File: src/rtl/fetch_ctrl.sv
// -----------------------------------------------------------------------------
// fetch_ctrl
//   Instruction-fetch sequencer that owns the program counter. It issues one
//   request at a time to instruction memory (req/gnt, then a single rvalid
//   response), advances the PC by 4 on each granted request or redirects it on
//   a jump, and hands each fetched word to decode through a one-entry
//   valid/ready output register.
//
//   Sequence: FETCH -> WAIT_RSP -> OUT -> FETCH. A jump that lands while a
//   request is in flight marks that request as killed; its response is
//   swallowed and never reaches decode.
//
// Ports
//   clk            in   1   clock, all state updates on posedge
//   rst_n          in   1   synchronous active-low reset
//   jump_en_i      in   1   redirect request from execute (1-cycle pulse)
//   jump_addr_i    in   32  redirect target, bits [1:0] ignored
//   imem_req_o     out  1   fetch request to IMEM
//   imem_addr_o    out  32  fetch address (current PC)
//   imem_gnt_i     in   1   IMEM accepted the request this cycle
//   imem_rvalid_i  in   1   IMEM read data valid
//   imem_rdata_i   in   32  IMEM read data
//   inst_valid_o   out  1   instruction word valid to decode
//   inst_o         out  32  instruction word
//   inst_addr_o    out  32  address the instruction was fetched from
//   inst_ready_i   in   1   decode accepts inst_o this cycle
// -----------------------------------------------------------------------------
module fetch_ctrl #(
   parameter logic [31:0] RESET_PC = 32'h0000_0000
) (
   input  logic        clk,
   input  logic        rst_n,
   input  logic        jump_en_i,
   input  logic [31:0] jump_addr_i,
   output logic        imem_req_o,
   output logic [31:0] imem_addr_o,
   input  logic        imem_gnt_i,
   input  logic        imem_rvalid_i,
   input  logic [31:0] imem_rdata_i,
   output logic        inst_valid_o,
   output logic [31:0] inst_o,
   output logic [31:0] inst_addr_o,
   input  logic        inst_ready_i
);

   typedef enum logic [1:0] {
      ST_FETCH    = 2'd0,
      ST_WAIT_RSP = 2'd1,
      ST_OUT      = 2'd2
   } state_e;

   state_e      state_q, state_d;
   logic [31:0] pc_q, pc_d;
   logic [31:0] req_addr_q, req_addr_d;
   logic        kill_q, kill_d;
   logic        inst_valid_q, inst_valid_d;
   logic [31:0] inst_q, inst_d;
   logic [31:0] inst_addr_q, inst_addr_d;
   logic [31:0] jump_tgt;

   // Targets are always word aligned; the low address bits are dropped.
   assign jump_tgt = {jump_addr_i[31:2], 2'b00};

   // -------------------------------------------------------------------------
   // Next-state logic
   // -------------------------------------------------------------------------
   always_comb begin
      // NOTE: every signal gets a default first so no path leaves one
      // unassigned, which would otherwise infer a latch.
      state_d      = state_q;
      pc_d         = pc_q;
      req_addr_d   = req_addr_q;
      kill_d       = kill_q;
      inst_valid_d = inst_valid_q;
      inst_d       = inst_q;
      inst_addr_d  = inst_addr_q;

      case (state_q)
         ST_FETCH: begin
            if (imem_gnt_i) begin
               // The request is granted even when a jump arrives with it; the
               // response is then killed and the PC takes the target.
               req_addr_d = pc_q;
               kill_d     = jump_en_i;
               pc_d       = jump_en_i ? jump_tgt : pc_q + 32'd4;
               state_d    = ST_WAIT_RSP;
            end else if (jump_en_i) begin
               pc_d = jump_tgt;
            end
         end

         ST_WAIT_RSP: begin
            if (imem_rvalid_i) begin
               kill_d = 1'b0;
               if (kill_q || jump_en_i) begin
                  state_d = ST_FETCH;
               end else begin
                  inst_d       = imem_rdata_i;
                  inst_addr_d  = req_addr_q;
                  inst_valid_d = 1'b1;
                  state_d      = ST_OUT;
               end
            end else if (jump_en_i) begin
               // Only one request can be outstanding, so a single flag is
               // enough; repeated jumps just keep it set.
               kill_d = 1'b1;
            end
            if (jump_en_i) begin
               pc_d = jump_tgt;
            end
         end

         ST_OUT: begin
            // A jump drops the held word; if decode accepted it in the same
            // cycle it has already been consumed.
            if (jump_en_i || inst_ready_i) begin
               inst_valid_d = 1'b0;
               state_d      = ST_FETCH;
            end
            if (jump_en_i) begin
               pc_d = jump_tgt;
            end
         end

         default: begin
            state_d = ST_FETCH;
         end
      endcase
   end

   // -------------------------------------------------------------------------
   // State registers
   // -------------------------------------------------------------------------
   // NOTE: reset is synchronous here (sampled only on the clock edge), and all
   // sequential state uses non-blocking assignments so every register sees the
   // pre-edge values of the others.
   always_ff @(posedge clk) begin
      if (!rst_n) begin
         state_q      <= ST_FETCH;
         pc_q         <= RESET_PC;
         req_addr_q   <= 32'h0;
         kill_q       <= 1'b0;
         inst_valid_q <= 1'b0;
         inst_q       <= 32'h0;
         inst_addr_q  <= 32'h0;
      end else begin
         state_q      <= state_d;
         pc_q         <= pc_d;
         req_addr_q   <= req_addr_d;
         kill_q       <= kill_d;
         inst_valid_q <= inst_valid_d;
         inst_q       <= inst_d;
         inst_addr_q  <= inst_addr_d;
      end
   end

   // -------------------------------------------------------------------------
   // Outputs
   // -------------------------------------------------------------------------
   // The request is gated by rst_n so it is never raised while reset is held,
   // even though the state register itself only updates on the edge.
   assign imem_req_o   = rst_n && (state_q == ST_FETCH);
   assign imem_addr_o  = pc_q;
   assign inst_valid_o = inst_valid_q;
   assign inst_o       = inst_q;
   assign inst_addr_o  = inst_addr_q;

endmodule

File: config.mk
export PLATFORM = sky130hd
export DESIGN_NAME = fetch_ctrl
export DESIGN_NICKNAME = d
export VERILOG_FILES = /design/src/rtl/fetch_ctrl.sv
export SDC_FILE = /design/constraint.sdc
export NUM_CORES = 1
export LEC_CHECK = 0
export CORE_UTILIZATION = 60
export DETAILED_ROUTE_END_ITERATION = 8
export DONT_BUFFER_PORTS = 1
export PLACE_DENSITY_LB_ADDON = 0.1
export SYNTH_ARGS = -nofsm -noshare
export SYNTH_HDL_FRONTEND = slang
export SYNTH_SLANG_ARGS = --single-unit
File: constraint.sdc
create_clock -name clk -period 3.45 [get_ports clk]
set_input_delay 0.69 -clock clk [delete_from_list [all_inputs] [get_ports clk]]
set_output_delay 0.69 -clock clk [all_outputs]
set_load 0.005 [all_outputs]
; Word level (Yosys, flattened, before mapping)
; Index checks and enable logic that the tools add are counted.
[word_totals]
ff_bits = 132
[classes]
n_reduce_logical = 13
n_eq_ne = 7
n_addsub = 1
bitwise_logic = 1
n_mux = 17
[ops]
columns = operator, count
row1 = $mux 32, 3
row2 = $pmux 32 s2, 1
row3 = $add 32x3->32 const B, 1
row4 = $reduce_and 3->1, 3
row5 = $mux 2, 4
row6 = $ne 2x2->1 const B, 4
row7 = $mux 1, 6
row8 = $pmux 2 s3, 1
row9 = $reduce_bool 2->1, 3
row10 = $pmux 1 s2, 2
row11 = $reduce_and 4->1, 1
row12 = $ne 3x3->1 const B, 1
row13 = $eq 2x1->1 const B, 1
row14 = $eq 2x2->1 const B, 1
row15 = $logic_not 2->1, 1
row16 = $logic_or 1x1->1, 2
row17 = $reduce_and 2->1, 1
row18 = $reduce_or 2->1, 1
row19 = $logic_and 1x1->1, 1
row20 = $not 1->1, 1

; Logic depth before layout (Yosys ltp)
; Gate-level depths: netlist (run 1).
[depth]
depth_word = 4
depth_mapped = 8
depth_no_buf = 7

; Worst setup path before layout (run 1)
; Ideal clock, no wire load.
[synth_path]
kind = input to register
start = in imem_gnt_i
end = reg pc_q[20] (netlist: imem_addr_o[20])
n_path_buf = 2
arrival_time_ps = 1963
path_stages = 7
required_ps = 3331
setup_ps = 119
slack_ps = 1368
path_cell_list = buf_2 > nand4b_2 > nor4_4 > buf_4 > nand3_1 > o21a_1 > o221a_2
[synth_between]
elab_chain_cells = 2
[synth_rtl]
columns = element, line_no
row1 = from (decl), 37  ; input logic imem_gnt_i,
row2 = $mux 32, 80  ; if (imem_gnt_i) begin
row3 = $pmux 32 s2, 78  ; case (state_q)
row4 = to (signal assigned), 148  ; pc_q <= pc_d;
row5 = to (decl), 53  ; logic [31:0] pc_q, pc_d;
; Every way passes these cells.
; A chain may end at the register's enable or synchronous reset.

; Worst setup path after layout (run 1)
[layout_path]
start = reg state_q[0]
end = reg pc_q[29] (netlist: imem_addr_o[29])
[layout_between]
elab_chain_cells = 3
word_cells_on_any_way = 6
[layout_rtl]
columns = element, line_no
row1 = from (decl), 52  ; state_e state_q, state_d;
row2 = from (signal assigned), 147  ; state_q <= state_d;
row3 = $eq 2x2->1 / $eq 2x1->1 (equally long branches), 78
row4 = $reduce_or 2->1 (no line), -
row5 = $pmux 32 s2 / $reduce_bool 2->1 (equally long branches), -
; Parallel ways exist; a longest one is shown, timed or not.

==> results of run 1 <==
==> cells in the final DEF, fill, tap and decap left out, drive strengths merged, types with 4 or more instances in the layout <==
cell      netlist  final
a211oi         12     12
a21oi         115    115
a22oi           7      7
a311oi          4      4
a31oi           5      5
and3            6      6
buf            10      9
clkbuf         40     19
clkinvlp        0      4
dfxtp         132    132
ha              5      5
inv            10     14
mux2i           6      6
nand2         215    215
nand3          17     17
nand4          11     11
nor2           27     27
nor3           10     10
nor4            6      6
o21ai          24     24
or3             4      4
==> stage by stage <==
stage	cell area [µm²]	setup WS, ps	instances	util (%)	hold WS, ps
global route	6110	841	803	69.3	283
CTS	6110	989	803	69.3	290
finish	6110	959	804	69.4	298
global placement	5510	1090	771	62.6	443
floorplan	5500	1370	704	-	432
detailed placement	5510	1010	771	62.6	447
==> cells by family after synthesis <==
| family | Yosys count |
|---|---|
| compound gates | 192 |
| fa+ha+maj | 5 |
| buf+inv | 61 |
| flops | 132 |
| mux | 6 |
| simple gates | 308 |
==> area by class of cell <==
type	count	area (µm²)
clock inverters	13	173
multi-input cells	511	2620
flip-flops and latches	132	2640
fillers	746	2700
diodes	1	2.50
inverters	11	42.5
repair buffers	9	67.6
clock buffers	19	422
well taps	108	135
==> critical path, stage by stage (launching register included) <==
cell and delay [ps]:
dfxtp_1 400, inv_1 90, ha_1 350, nand2b_1 240, or2_1 330, nor4_2 520
a41oi_1 200, o211a_1 250
==> registers in the layout, indices dropped and copies added, names as in the netlist <==
signal        flops
inst_o           32
req_addr_q       32
inst_addr_o      32
imem_addr_o      32
state_q           2
kill_q            1
inst_valid_o      1
==> worst max path at each step <==
| stage | startpoint | to | slack [ps] | cells after the start |
|---|---|---|---|---|
| after floorplan | imem_gnt_i | imem_addr_o[20] | 1370 | 7 |
| after global placement | state_q[0] | imem_addr_o[29] | 1090 | 7 |
| after detailed placement | jump_en_i | inst_addr_o[20] | 1010 | 5 |
| after CTS | state_q[0] | imem_addr_o[29] | 990 | 7 |
| after global routing | state_q[0] | imem_addr_o[29] | 840 | 7 |
| final | state_q[0] | imem_addr_o[29] | 960 | 7 |
==> where the power goes <==
part           leakage (nW)  switching, W  internal [W]
combinational         0.780      0.000147     0.0000763
sequential             1.07     0.0000743       0.00158
clock                 0.276      0.000681       0.00111
==> Yosys cell counts (all sizes together), types with 2 or more instances <==
master / number
nand2: 215
dfxtp: 132
a21oi: 115
clkbuf: 40
nor2: 27
o21ai: 24
nand3: 17
a211oi: 12
nand4: 11
buf: 10
inv: 10
nor3: 10
a22oi: 7
and3: 6
mux2i: 6
nor4: 6
a31oi: 5
ha: 5
a311oi: 4
or3: 4
a32o: 3
and2: 3
o31ai: 3
a311o: 2
a41oi: 2
nand4b: 2
nor2b: 2
o211ai: 2
o21a: 2
o221a: 2
o41ai: 2
or2: 2
==> per-layer routing <==
layer	vias up	global-route usage (%)	share of wire, %
met3	27	10.6	10
met2	212	50.0	48
li1	2394	-	-
met1	2268	34.5	40
met5	-	0	0
met4	0	11.1	2.2
==> results_dict.tcl, run 1 <==
set metrics [dict create \
    reg2reg_slack_ps 960 \
    synth_top_family_by_area "simple AND/OR/NAND/NOR gates" \
    gp_congestion 0.818 \
    synth_async_sr_flop_share_pct 0 \
    die_y_um 97.7 \
    clock_skew_ps 17.3 \
    holdCritPathClass "in2reg" \
    die_w_um 97.7 \
    cp_data_required_time_ps 3860 \
    clk_path_buf_depth 2 \
    finalSetupTns_ps 0 \
    synth_edf_count 0 \
    critPathCaptureType "register" \
    irDropWorstVdd_uv 319 \
    slew_viol_final 0 \
    hp-start "imem_rdata_i[20]" \
    crit_type "reg2reg" \
    arrival_ps 2900 \
    syn_inst 704 \
    yosysWarnings 0 \
    die-area_um2 9550 \
    postCtsSetupRepairBufs 0 \
    wire_per_inst_um 17.3 \
    syn_area_per_cell_um2 7.81 \
    clock_latency_ps 520 \
    grt_start_max_net_pins 48 \
    synth_xor_area_share_pct 0 \
    power.total_w 0.00367 \
    hold_buffers 0 \
    grt_setup_unrepaired "false" \
    clock_sinks 132 \
    maxCapViolations 0 \
    cts_tree "yes" \
    synth-simple-area-share_pct 24.9 \
    critical_path_peak_fanout 5 \
    ys_ff_latch 132 \
    setup_violations 0 \
    p_leak_nw 2.13 \
    synth_cell_types 54 \
    tightestPinTransition_ps 1130 \
    vias_per_cell 6.10 \
    drt-initial-drc-count 339 \
    fmax_mhz 401 \
    grt_antenna_before_repair 1 \
    grt_usage_pct 29.6 \
    period_share_pct 72.2 \
    yosys-top-cells-area "dfxtp_1 (48%), nand2_1 (15%), a21oi_1 (10%), clkbuf_1 (2.7%), o21ai_0 (2.2%)" \
    r2r_start "state_q[0]" \
    violations "design-rule violations" \
    htree_levels 4 \
    grt_pass1_wl_mm 22.4 \
    slew_headroom_pct 24.8 \
    synth_compound_area_share_pct 20.4 \
    netlist_area_um2 5500 \
    synth-seq-area-share_pct 48.1 \
    r2r_end "imem_addr_o[29]" \
    grt_pass1_vias 4631 \
    rr_worst_depth 7 \
    cts_resized 0 \
    ios 168 \
    drt-total-wl_mm 13.9 \
    synthFlopType "dfxtp_1" \
    drc 40 \
    hold_viol_final 0 \
    drive_above_1_share_pct 7.63 \
    synthMuxAreaShare_pct 1.09 \
    syn_to_final_growth_pct 11.1 \
    startpoint_type "register" \
    rows 34 \
    core_area_um2 8810 \
    cts_buffers 17 \
    period_needed_ps 2490 \
    portBuffers 0 \
    drtPass1Iterations 7 \
    whs_path_depth 2 \
    p_per_area_nw_per_um2 601 \
    hold_end "inst_o[20]" \
    run_status "finished with violations" \
    hpwl_mm 9.25 \
    grt_overflow 0 \
    nets 757 \
    synth_top_cell_by_area "dfxtp_1" \
    yosys.area_share.adder_pct 1.14 \
    synthesis.nets 779 \
    yosys.area.top_type_share_pct 48.1 \
    vias 4901 \
    path_clk_slew_ps 60 \
    start_util_pct 62.4 \
    ant_nets 0 \
    cts-root-buf "clkbuf_8" \
]
Power figures use the tool's default switching activity.
==> run 2: changes to the inputs <==
==> constraint.sdc (replaced) <==
create_clock -name clk -period 2.45 [get_ports clk]
set_input_delay 0.49 -clock clk [delete_from_list [all_inputs] [get_ports clk]]
set_output_delay 0.49 -clock clk [all_outputs]
set_load 0.005 [all_outputs]
==> run 2 against run 1 <==
Die area unchanged. Clock-buffer cell count is the same. Critical path depth grew 1. Routed wire length up 1.4%. Fmax rose by 11%. The flow still finishes with violations (design-rule violations). Via count increased by 2.1%. Worst setup slack got worse by 760 ps. Final area rose by 2.6%.
==> results_dict.tcl, run 2 (synthesis results as in run 1) <==
set metrics [dict create \
    path_buf_inv 2 \
    period_share_pct 91.9 \
    critical-path-max-stage-delay_ps 380 \
    hold_slack_ps 96.7 \
    drc 40 \
    crit_path_end "imem_addr_o[29]" \
    finalNonFillerCells 816 \
    rr_worst_depth 8 \
    critical_path_peak_fanout 5 \
    cts-root-buf "clkbuf_8" \
    dp_cells 783 \
    crit_path_top_delay_cell "dfxtp_1" \
    ant_nets 0 \
    drtPass1Iterations 7 \
    clock_sinks 132 \
    clock_latency_ps 530 \
    slew_headroom_pct 62.4 \
    postCtsSetupRepairBufs 0 \
    clock_skew_ps 13.0 \
    start_util_pct 62.4 \
    ios 168 \
    grt_usage_pct 30.4 \
    grt_pass1_wl_mm 22.9 \
    cts_tree "yes" \
    htree_levels 4 \
    fmax_mhz 444 \
    hold_viol_final 0 \
    gp_congestion 0.850 \
    portBuffers 0 \
    place_area_um2 5610 \
    reg2reg_slack_ps 200 \
    irDropWorstVdd_uv 467 \
    p_per_area_nw_per_um2 866 \
    die_w_um 97.7 \
    nets 769 \
    clk_path_buf_depth 2 \
    seq_area_um2 2640 \
    worstPathCellList "inv_1 -> ha_1 -> nand2b_1 -> or2_1 -> nor4_2 -> buf_4 -> a41oi_1 -> o211a_1" \
    vias_per_cell 6.13 \
    die-area_um2 9550 \
    grt_antenna_before_repair 0 \
    vias 5003 \
    cts_resized 0 \
    grt_pass1_vias 4719 \
    final_area_um2 6270 \
    path_clk_slew_ps 60 \
    tightestPinTransition_ps 559 \
    multi_input_area_um2 2620 \
    drive_above_1_share_pct 9.34 \
    crit_type "reg2reg" \
    violations "design-rule violations" \
    grt_most_used_layer "met2" \
    die_y_um 97.7 \
    grt_overflow 0 \
    met2_usage_pct 49.0 \
    maxCapViolations 0 \
    hpwl_mm 9.55 \
    holdCritPathClass "in2reg" \
    slew_viol_final 0 \
    drt-initial-drc-count 401 \
    period_needed_ps 2250 \
    rows 34 \
    cp_data_required_time_ps 2860 \
    nFillCells 712 \
    setup_violations 0 \
    grtUsageMet1_pct 36.5 \
    wire_per_inst_um 17.3 \
    crit_path_start "state_q[0]" \
    syn_to_final_growth_pct 14.0 \
    core_area_um2 8810 \
    critPathCaptureType "register" \
    startpoint_type "register" \
    r2r_start "state_q[0]" \
    grt.met3_usage_pct 11.4 \
    r2r_end "imem_addr_o[29]" \
    final_common_cell "nand2_1" \
    finalSetupTns_ps 0 \
    arrival_ps 2670 \
    p_leak_nw 2.23 \
    cts_buffers 17 \
    hold_buffers 0 \
    drt-total-wl_mm 14.1 \
    grt_setup_unrepaired "false" \
    grt_start_max_net_pins 52 \
    cp_num_cells 8 \
    cp_top_family "simple AND/OR/NAND/NOR gates" \
    layout_common_cells "nand2_1 (215), dfxtp_1 (132), a21oi_1 (115), nor2_1 (27), o21ai_0 (24)" \
    run_status "finished with violations" \
]
[run 2: worst register-to-register path: cells and delay by family (launching register included)]
kind / cells / cell delay (ps)
AO/OA/AOI/OAI: 2 / 340
buffers and inverters: 2 / 280
adder cells (fa/ha/maj): 1 / 340
AND/OR/NAND/NOR: 3 / 800
flip-flops: 1 / 380
[run 2: final cells by class]
class                      instances  share of cell area, %
sequential                       132                   42.2
multi-input combinational        511                   41.9
clock buffer                      19                   6.89
clock inverter                    13                   3.51
timing repair buffer              21                   2.71
tap                              108                   2.16
inverter                          11                  0.679
antenna                            1                 0.0399
[run 2: where the power goes]
part / total (W) / switching, W / internal (W)
Clock: 0.00277 / 0.000970 / 0.00180
Sequential: 0.00232 / 0.0000933 / 0.00223
Combinational: 0.000338 / 0.000218 / 0.000120
[run 2: worst min path at each step]
stage / startpoint / to / cells after the start
detailed placement: req_addr_q[19] / inst_addr_o[19] / 2
global placement: req_addr_q[28] / inst_addr_o[28] / 2
global route: imem_rdata_i[13] / inst_o[13] / 2
CTS: imem_rdata_i[13] / inst_o[13] / 2
floorplan: req_addr_q[0] / inst_addr_o[0] / 2
finish: imem_rdata_i[8] / inst_o[8] / 2
[run 2: through the flow]
stage	setup slack, ps	utilization (%)	power [W]
after global routing	61.3	71.2	0.00562
after CTS	215	71.2	0.00545
after floorplan	405	-	0.00260
final	198	71.2	0.00543
after detailed placement	238	63.8	0.00270
after global placement	307	63.8	0.00268
[run 2: per-layer routing]
layer | up-vias | part of all wire (%)
li1 | 2424 | -
met1 | 2315 | 40
met2 | 228 | 47
met3 | 36 | 10
met4 | 0 | 2.6
met5 | - | 0
==> run 3: changes to the inputs <==
--- a/config.mk
+++ b/config.mk
@@ -9,6 +9,7 @@
 export DETAILED_ROUTE_END_ITERATION = 8
 export DONT_BUFFER_PORTS = 1
 export PLACE_DENSITY_LB_ADDON = 0.1
+export SLEW_MARGIN = 10
 export SYNTH_ARGS = -nofsm -noshare
 export SYNTH_HDL_FRONTEND = slang
 export SYNTH_SLANG_ARGS = --single-unit
==> results of run 3 <==
No change in the layout: final DEF, timing and power equal those of run 2.
